File: src/rtl/serial_subtractor_pkg.sv
// Shared ALU package: the subtractor state type and the default datapath width.
package alu_pkg;

  localparam int ALU_WIDTH = 16;

  typedef enum logic [1:0] {
    IDLE,
    BUSY,
    DONE
  } sub_state_t;

endpackage

File: src/rtl/serial_subtractor_full_subtractor.sv
// Single-bit full-subtractor cell: d = x - y - bi, bo = borrow out of this bit.
module full_subtractor (
  input  logic x,
  input  logic y,
  input  logic bi,
  output logic d,
  output logic bo
);

  assign d  = x ^ y ^ bi;
  assign bo = (~x & y) | (~(x ^ y) & bi);

endmodule

File: src/rtl/serial_subtractor.sv
// Bit-serial LSB-first subtractor (diff = a - b - bin) with valid/ready on both sides.
// Optional signed overflow output ovf is enabled by defining SERIAL_SUB_OVF_EN.
module serial_subtractor
  import alu_pkg::*;
#(
  parameter int WIDTH = ALU_WIDTH
) (
  input  logic             clk,
  input  logic             rst,
  input  logic             start_valid,
  output logic             start_ready,
  input  logic [WIDTH-1:0] a,
  input  logic [WIDTH-1:0] b,
  input  logic             bin,
  output logic             res_valid,
  input  logic             res_ready,
  output logic [WIDTH-1:0] diff,
  output logic             bout
`ifdef SERIAL_SUB_OVF_EN
  ,
  output logic             ovf
`endif
);

  localparam int CW = $clog2(WIDTH) + 1;

  sub_state_t       r_state;
  logic [WIDTH-1:0] r_a_sh;
  logic [WIDTH-1:0] r_b_sh;
  logic [WIDTH-1:0] r_diff;
  logic [CW-1:0]    r_count;
  logic             r_borrow;
  logic             r_bout;
  logic             w_d;
  logic             w_bo;
`ifdef SERIAL_SUB_OVF_EN
  logic             r_a_msb;
  logic             r_b_msb;
  logic             r_ovf;
`endif

  full_subtractor u_fs (
    .x  (r_a_sh[0]),
    .y  (r_b_sh[0]),
    .bi (r_borrow),
    .d  (w_d),
    .bo (w_bo)
  );

  // The last computed bit lands in diff's MSB, so w_d is the result sign on the final step.
  always_ff @(posedge clk or posedge rst) begin
    if (rst) begin
      r_state  <= IDLE;
      r_a_sh   <= '0;
      r_b_sh   <= '0;
      r_diff   <= '0;
      r_count  <= '0;
      r_borrow <= 1'b0;
      r_bout   <= 1'b0;
`ifdef SERIAL_SUB_OVF_EN
      r_a_msb  <= 1'b0;
      r_b_msb  <= 1'b0;
      r_ovf    <= 1'b0;
`endif
    end else begin
      case (r_state)
        IDLE: begin
          if (start_valid) begin
            r_a_sh   <= a;
            r_b_sh   <= b;
            r_borrow <= bin;
            r_diff   <= '0;
            r_count  <= '0;
`ifdef SERIAL_SUB_OVF_EN
            r_a_msb  <= a[WIDTH-1];
            r_b_msb  <= b[WIDTH-1];
`endif
            r_state  <= BUSY;
          end
        end
        BUSY: begin
          r_diff   <= {w_d, r_diff[WIDTH-1:1]};
          r_a_sh   <= r_a_sh >> 1;
          r_b_sh   <= r_b_sh >> 1;
          r_borrow <= w_bo;
          r_count  <= r_count + CW'(1);
          if (r_count == CW'(WIDTH - 1)) begin
            r_bout  <= w_bo;
`ifdef SERIAL_SUB_OVF_EN
            r_ovf   <= (r_a_msb != r_b_msb) && (w_d != r_a_msb);
`endif
            r_state <= DONE;
          end
        end
        DONE: begin
          if (res_ready) begin
            r_state <= IDLE;
          end
        end
        default: r_state <= IDLE;
      endcase
    end
  end

  assign start_ready = (r_state == IDLE) && !rst;
  assign res_valid   = (r_state == DONE);
  assign diff        = r_diff;
  assign bout        = r_bout;
`ifdef SERIAL_SUB_OVF_EN
  assign ovf         = r_ovf;
`endif

endmodule

File: config.mk
export PLATFORM = sky130hd
export DESIGN_NAME = serial_subtractor
export DESIGN_NICKNAME = d
export VERILOG_FILES = /design/src/rtl/serial_subtractor_pkg.sv /design/src/rtl/serial_subtractor_full_subtractor.sv /design/src/rtl/serial_subtractor.sv
export SDC_FILE = /design/constraint.sdc
export NUM_CORES = 1
export LEC_CHECK = 0
export CORE_MARGIN = 2
export CORE_UTILIZATION = 45
export DETAILED_ROUTE_END_ITERATION = 16
export PLACE_DENSITY = 0.75
export SETUP_SLACK_MARGIN = 0.05
export SLEW_MARGIN = 20
export SYNTH_ARGS = -nofsm -noshare
export SYNTH_HDL_FRONTEND = slang
export SYNTH_SLANG_ARGS = --single-unit
File: constraint.sdc
create_clock -name clk -period 3.94 [get_ports clk]
set_clock_uncertainty 0.1 [all_clocks]
set_input_delay 1.182 -clock clk [delete_from_list [all_inputs] [get_ports clk]]
set_output_delay 1.182 -clock clk [all_outputs]
set_load 0.005 [all_outputs]
==> impl_metrics.tcl, run 1 <==
set metrics [dict create \
    cts-resized-gates 0 \
    hold_buffers 0 \
    worst-path-buf-inv 2 \
    yosysUniqueCellTypes 29 \
    grt_max_degree 45 \
    rsz0062_at_grt "no" \
    antenna_cells_inserted 0 \
    pin_count 56 \
    worst_pin_slew_ps 778 \
    worstSetupPathType "in -> out" \
    ys_ff_latch 57 \
    fin_crit_sh 0.906 \
    ir_drop_uv 340 \
    die_area_um2 6580 \
    drv_cap 0 \
    fin_nets 352 \
    cp_slowest_stage_delay_ps 530 \
    dp_hpwl_um 3800 \
    final_cell_count_no_fill 392 \
    grt_pass1_vias 2067 \
    cp_cell_sequence "clkdlybuf4s50_1 > nor3_1 > clkdlybuf4s50_1" \
    yosysSeqAreaShare 0.533 \
    max_freq_mhz 280 \
    postCtsSetupBuffers 0 \
    maxSlewViolCount 0 \
    critPathMostFrequentCell "clkdlybuf4s50_1" \
    die_h_um 81.1 \
    num_vias 2194 \
    start_util 0.457 \
    syn-num-nets 301 \
    grt_pass1_wl_um 9650 \
    cts_tree "yes" \
    crit_family "buffers and inverters" \
    crit_fanout 2 \
    cts-root-buf "clkbuf_8" \
    cp-start-kind "primary input" \
    layout-drive-gt1-share 0.0820 \
    row_count 28 \
    syn_to_final_growth_pct 29.7 \
    grtUsageTotal 0.195 \
    core_um2 5850 \
    dr.pass1.iters 4 \
    clk-insertion-delay-late_ps 340 \
    wl_um 5880 \
    slowest_stage "clkdlybuf4s50_1" \
    numClockSinks 57 \
    finalCriticalPeriod_ps 3570 \
    dp_cells 376 \
    antenna_found_initial 0 \
    clk_pin_slew_ps 70 \
    fin_setup_tns_ps 0 \
    ant_nets 0 \
    syn_avg_cell_area_um2 10.3 \
    place_congestion 0.788 \
    drt-initial-drc-count 163 \
    critPathArrivalTime_ps 2290 \
    finalHoldViolCount 0 \
    numCtsBuffers 9 \
    synth_area_um2 2680 \
    via_per_inst 5.60 \
    power_density_nw_per_um2 673 \
    htree_levels 3 \
    wire_per_inst_um 15.0 \
    grt-ovfl-total 0 \
    synthCells 261 \
    drc 0 \
    clock_path_buffers 2 \
    yosys_warnings 0 \
    crit_path_end_kind "output pin" \
    maxSlewHeadroom 0.481 \
    die_w_um 81.1 \
    status "completed" \
    p_leak_nw 1.55 \
    cp.required_ps 2660 \
    finalSetupViolCount 0 \
    min_path_type "reg -> reg" \
    numPortBuffers 55 \
]
## power breakdown
part | switching (mW) | leakage, nW | total [mW] | internal [mW]
combinational | 0.332 | 0.703 | 0.762 | 0.429
clock | 0.238 | 0.106 | 0.590 | 0.352
sequential | 0.176 | 0.737 | 0.986 | 0.809
total | 0.746 | 1.55 | 2.34 | 1.59
## flip-flops by register name, summed over array words and instances, names as in the netlist
register  cells
diff         16
bout          1
r_borrow      1
r_b_sh       16
r_state       2
r_count       5
r_a_sh       16
## synth_stat cells
| master | count | area (um2) |
|---|---|---|
| dfrtp_1 | 57 | 1430 |
| a21oi_1 | 34 | 170 |
| o21ai_1 | 33 | 165 |
| nor2b_1 | 23 | 144 |
| a22oi_1 | 20 | 150 |
| a22o_1 | 18 | 158 |
| nand2_1 | 15 | 56.3 |
| buf_2 | 11 | 55.1 |
| and3b_1 | 10 | 87.6 |
| buf_4 | 7 | 52.6 |
| inv_1 | 7 | 26.3 |
| clkbuf_1 | 4 | 15.0 |
| nor2_1 | 3 | 11.3 |
| a31oi_1 | 2 | 12.5 |
| ha_1 | 2 | 25.0 |
| mux2i_1 | 2 | 20.0 |
| a2bb2oi_1 | 1 | 8.76 |
| a41oi_1 | 1 | 8.76 |
| and2b_1 | 1 | 7.51 |
| and3_1 | 1 | 6.26 |
| buf_1 | 1 | 3.75 |
| fa_1 | 1 | 20.0 |
| nand2b_1 | 1 | 6.26 |
| nand3_1 | 1 | 5.00 |
| nor3_1 | 1 | 5.00 |
| nor3b_1 | 1 | 7.51 |
| o21bai_1 | 1 | 7.51 |
| o22a_1 | 1 | 8.76 |
| o22ai_1 | 1 | 6.26 |
## final cells by class
cell class / count / area (um2)
Fill cell: 492 / 2380
Sequential cell: 57 / 1430
Multi-Input combinational cell: 174 / 1100
Timing Repair Buffer: 63 / 611
Clock buffer: 10 / 128
Tap cell: 75 / 93.8
Clock inverter: 6 / 82.6
Inverter: 7 / 26.3
## layer usage
metal / wire, um / share of wire / vias to the layer above / global-route usage
met1: 2800 / 0.48 / 1077 / 0.272
met4: 118 / 0.020 / 0 / 0.0932
met5: 0 / 0 / - / 0
met2: 2680 / 0.46 / 59 / 0.285
li1: - / - / 1045 / -
met3: 282 / 0.048 / 13 / 0.0478
## metrics by stage
| step | hold slack [ps] | util | setup slack [ps] | power, mW | cell area, um2 |
|---|---|---|---|---|---|
| after floorplan | 345 | - | 1260 | 1.46 | 2680 |
| after global placement | 365 | 0.557 | 377 | 1.72 | 3260 |
| after detailed placement | 371 | 0.557 | 373 | 1.76 | 3260 |
| after CTS | 385 | 0.593 | 356 | 2.35 | 3470 |
| after global routing | 411 | 0.593 | 314 | 2.49 | 3470 |
| final | 385 | 0.593 | 370 | 2.34 | 3470 |
## placed cells by master, fill, tap and decap left out, types with 2 or more instances in the layout
| cell type | instances |
|---|---|
| a21oi_1 | 34 |
| a22o_1 | 18 |
| a22oi_1 | 20 |
| a31oi_1 | 2 |
| and3b_1 | 10 |
| buf_4 | 8 |
| bufinv_16 | 2 |
| clkbuf_8 | 9 |
| clkdlybuf4s50_1 | 55 |
| clkinv_2 | 3 |
| dfrtp_1 | 57 |
| ha_1 | 2 |
| inv_1 | 6 |
| mux2i_1 | 2 |
| nand2_1 | 15 |
| nor2_1 | 3 |
| nor2b_1 | 22 |
| o21ai_1 | 33 |
## path summary, 6_finish.rpt
path                       depth (start not counted)  slack (ps)       start     endpoint
min                                                1         390  r_count[3]   r_count[3]
max in group asynchronous                          3        1950         rst   r_state[1]
max reg2reg                                        4        1820  r_state[1]   r_b_sh[11]
max                                                3         370         rst  start_ready
min reg2reg                                        1         390  r_count[3]   r_count[3]
min in group asynchronous                          2        1100         rst    r_b_sh[2]
## logic make-up (layout without fill, tap and decap cells)
family          Yosys count  in the layout  synth area share
compound gates          112            112             0.260
mux                       2              2           0.00748
simple gates             57             57             0.126
flops                    57             57             0.533
fa+ha+maj                 3              3            0.0168
buf+inv                  30             86            0.0570
Power figures use the tool's default switching activity.
==> run 2: changes to the inputs <==
--- a/config.mk
+++ b/config.mk
@@ -8,7 +8,8 @@
 export CORE_MARGIN = 2
 export CORE_UTILIZATION = 45
 export DETAILED_ROUTE_END_ITERATION = 16
-export PLACE_DENSITY = 0.75
+export DONT_BUFFER_PORTS = 1
+export PLACE_DENSITY = 0.63
 export SETUP_SLACK_MARGIN = 0.05
 export SLEW_MARGIN = 20
 export SYNTH_ARGS = -nofsm -noshare
==> run 2 against run 1 <==
  * Worst setup slack improved by 910 ps
  * Total power fell by 14%
  * Combinational power fell by 27%
  * First-iteration DRC count fell by 33%
  * Register-to-register slack barely moved
  * Routed wire length fell by 5.4%
  * Global-route usage fell by 1.4 points
  * Sequential power barely moved
  * Critical path depth fell by 1
  * Clock power fell by 25%
  * Largest power group unchanged
==> impl_metrics.tcl, run 2 (synthesis results as in run 1) <==
set metrics [dict create \
    finalSetupViolCount 0 \
    hold_end "r_count[3]" \
    finalCriticalPeriod_ps 2660 \
    final_cell_mix "dfrtp_1 (57), a21oi_1 (34), o21ai_1 (33)" \
    p_leak_nw 1.30 \
    grt_pass1_wl_um 9030 \
    worstSetupPathType "reg -> out" \
    numPortBuffers 0 \
    slowest_stage "dfrtp_1" \
    grt_max_degree 38 \
    htree_levels 3 \
    finalHoldViolCount 0 \
    syn_to_final_growth_pct 6.59 \
    hold_buffers 0 \
    r2r_end "r_b_sh[12]" \
    fin_setup_tns_ps 0 \
    maxSlewViolCount 0 \
    critPathArrivalTime_ps 1370 \
    design_area_um2 2850 \
    fin_nets 296 \
    ir_drop_uv 282 \
    min_path_type "reg -> reg" \
    worst_pin_slew_ps 761 \
    status "completed" \
    fin_crit_sh 0.674 \
    whs_path_depth 1 \
    start_util 0.457 \
    wire_per_inst_um 16.7 \
    drc 0 \
    core_um2 5850 \
    clk_pin_slew_ps 60 \
    dr.pass1.iters 4 \
    die_area_um2 6580 \
    clk-insertion-delay-late_ps 320 \
    clock_path_buffers 2 \
    placed_area_um2 2700 \
    antenna_found_initial 0 \
    hold_start "r_count[3]" \
    grt-ovfl-total 0 \
    cts_tree "yes" \
    n_fill_cell 541 \
    crit_path_end_kind "output pin" \
    cp.required_ps 2660 \
    r2r_start "r_state[1]" \
    grt_pass1_vias 1861 \
    ant_nets 0 \
    rsz0062_at_grt "no" \
    maxSlewHeadroom 0.492 \
    timing.hold.ws_ps 384 \
    cp_cell_sequence "buf_4 > nor3_1" \
    grtUsageTotal 0.181 \
    cts-resized-gates 0 \
    drt-initial-drc-count 109 \
    antenna_cells_inserted 0 \
    cts-root-buf "clkbuf_8" \
    postCtsSetupBuffers 0 \
    row_count 28 \
    r2r_cells 4 \
    power_density_nw_per_um2 702 \
    crit_fanout 16 \
    drv_cap 0 \
    pin_count 56 \
    final_common_cell "dfrtp_1" \
    regArea_um2 1430 \
    numCtsBuffers 9 \
    numClockSinks 57 \
    die_h_um 81.1 \
    die_w_um 81.1 \
    layout-drive-gt1-share 0.0814 \
    cp-start-kind "flip-flop" \
    dp_hpwl_um 3460 \
    wl_um 5560 \
    via_per_inst 5.68 \
    max_freq_mhz 376 \
    num_vias 1890 \
    r2r_slack_ps 1830 \
    place_congestion 0.723 \
    cp_slowest_stage_delay_ps 540 \
    multi_input_area_um2 1100 \
]
-- run 2: changes by cell type in the layout (fill, tap and decap cells not counted), sizes merged --
| cell | previous run | this run |
|---|---|---|
| buf | 8 | 7 |
| clkdlybuf4s50 | 55 | 0 |
| bufinv | 2 | 0 |
| clkinv | 3 | 1 |
| clkbuf | 10 | 12 |
| clkinvlp | 1 | 0 |
-- run 2: how the worst max path moves through the flow --
stage	from	to	slack [ps]
5_1_grt	r_state[0]	start_ready	1180
4_1_cts	r_state[0]	start_ready	1260
3_5_place_dp	rst	start_ready	1290
3_3_place_gp	rst	start_ready	1300
2_1_floorplan	rst	bout	1260
6_report	r_state[0]	start_ready	1280
-- run 2: power breakdown --
group / leakage [nW] / internal [mW] / switching (mW) / total [mW]
Combinational: 0.486 / 0.281 / 0.276 / 0.557
Clock: 0.0782 / 0.234 / 0.207 / 0.441
Sequential: 0.737 / 0.810 / 0.196 / 1.01
-- run 2: area by class of cell --
type / count / area share
clock buffer: 12 / 0.0509
sequential: 57 / 0.500
inverter: 7 / 0.00921
timing repair buffer: 7 / 0.0184
tap: 75 / 0.0329
multi-input combinational: 174 / 0.387
clock inverter: 1 / 0.00175
-- run 2: worst max-delay path, delay by kind of cell, from the launching register on --
family                 cells  cell delay (ps)
flip-flops                 1              540
AND/OR/NAND/NOR            1              240
buffers and inverters      1              270
-- run 2: per-stage QoR --
| stage | util | power [mW] | setup slack [ps] | std cells |
|---|---|---|---|---|
| 6_report | 0.488 | 2.00 | 1280 | 333 |
| 3_5_place_dp | 0.462 | 1.58 | 1290 | 320 |
| 2_1_floorplan | - | 1.46 | 1260 | 261 |
| 4_1_cts | 0.488 | 2.03 | 1260 | 333 |
| 3_3_place_gp | 0.462 | 1.56 | 1300 | 320 |
| 5_1_grt | 0.488 | 2.16 | 1180 | 333 |
-- run 2: layer usage --
| layer | track usage | share of wire | routed length [um] | vias to the layer above |
|---|---|---|---|---|
| li1 | - | - | - | 930 |
| met1 | 0.245 | 0.47 | 2600 | 895 |
| met2 | 0.262 | 0.45 | 2490 | 56 |
| met3 | 0.0578 | 0.068 | 381 | 9 |
| met4 | 0.0864 | 0.016 | 90 | 0 |
| met5 | 0 | 0 | 0 | - |
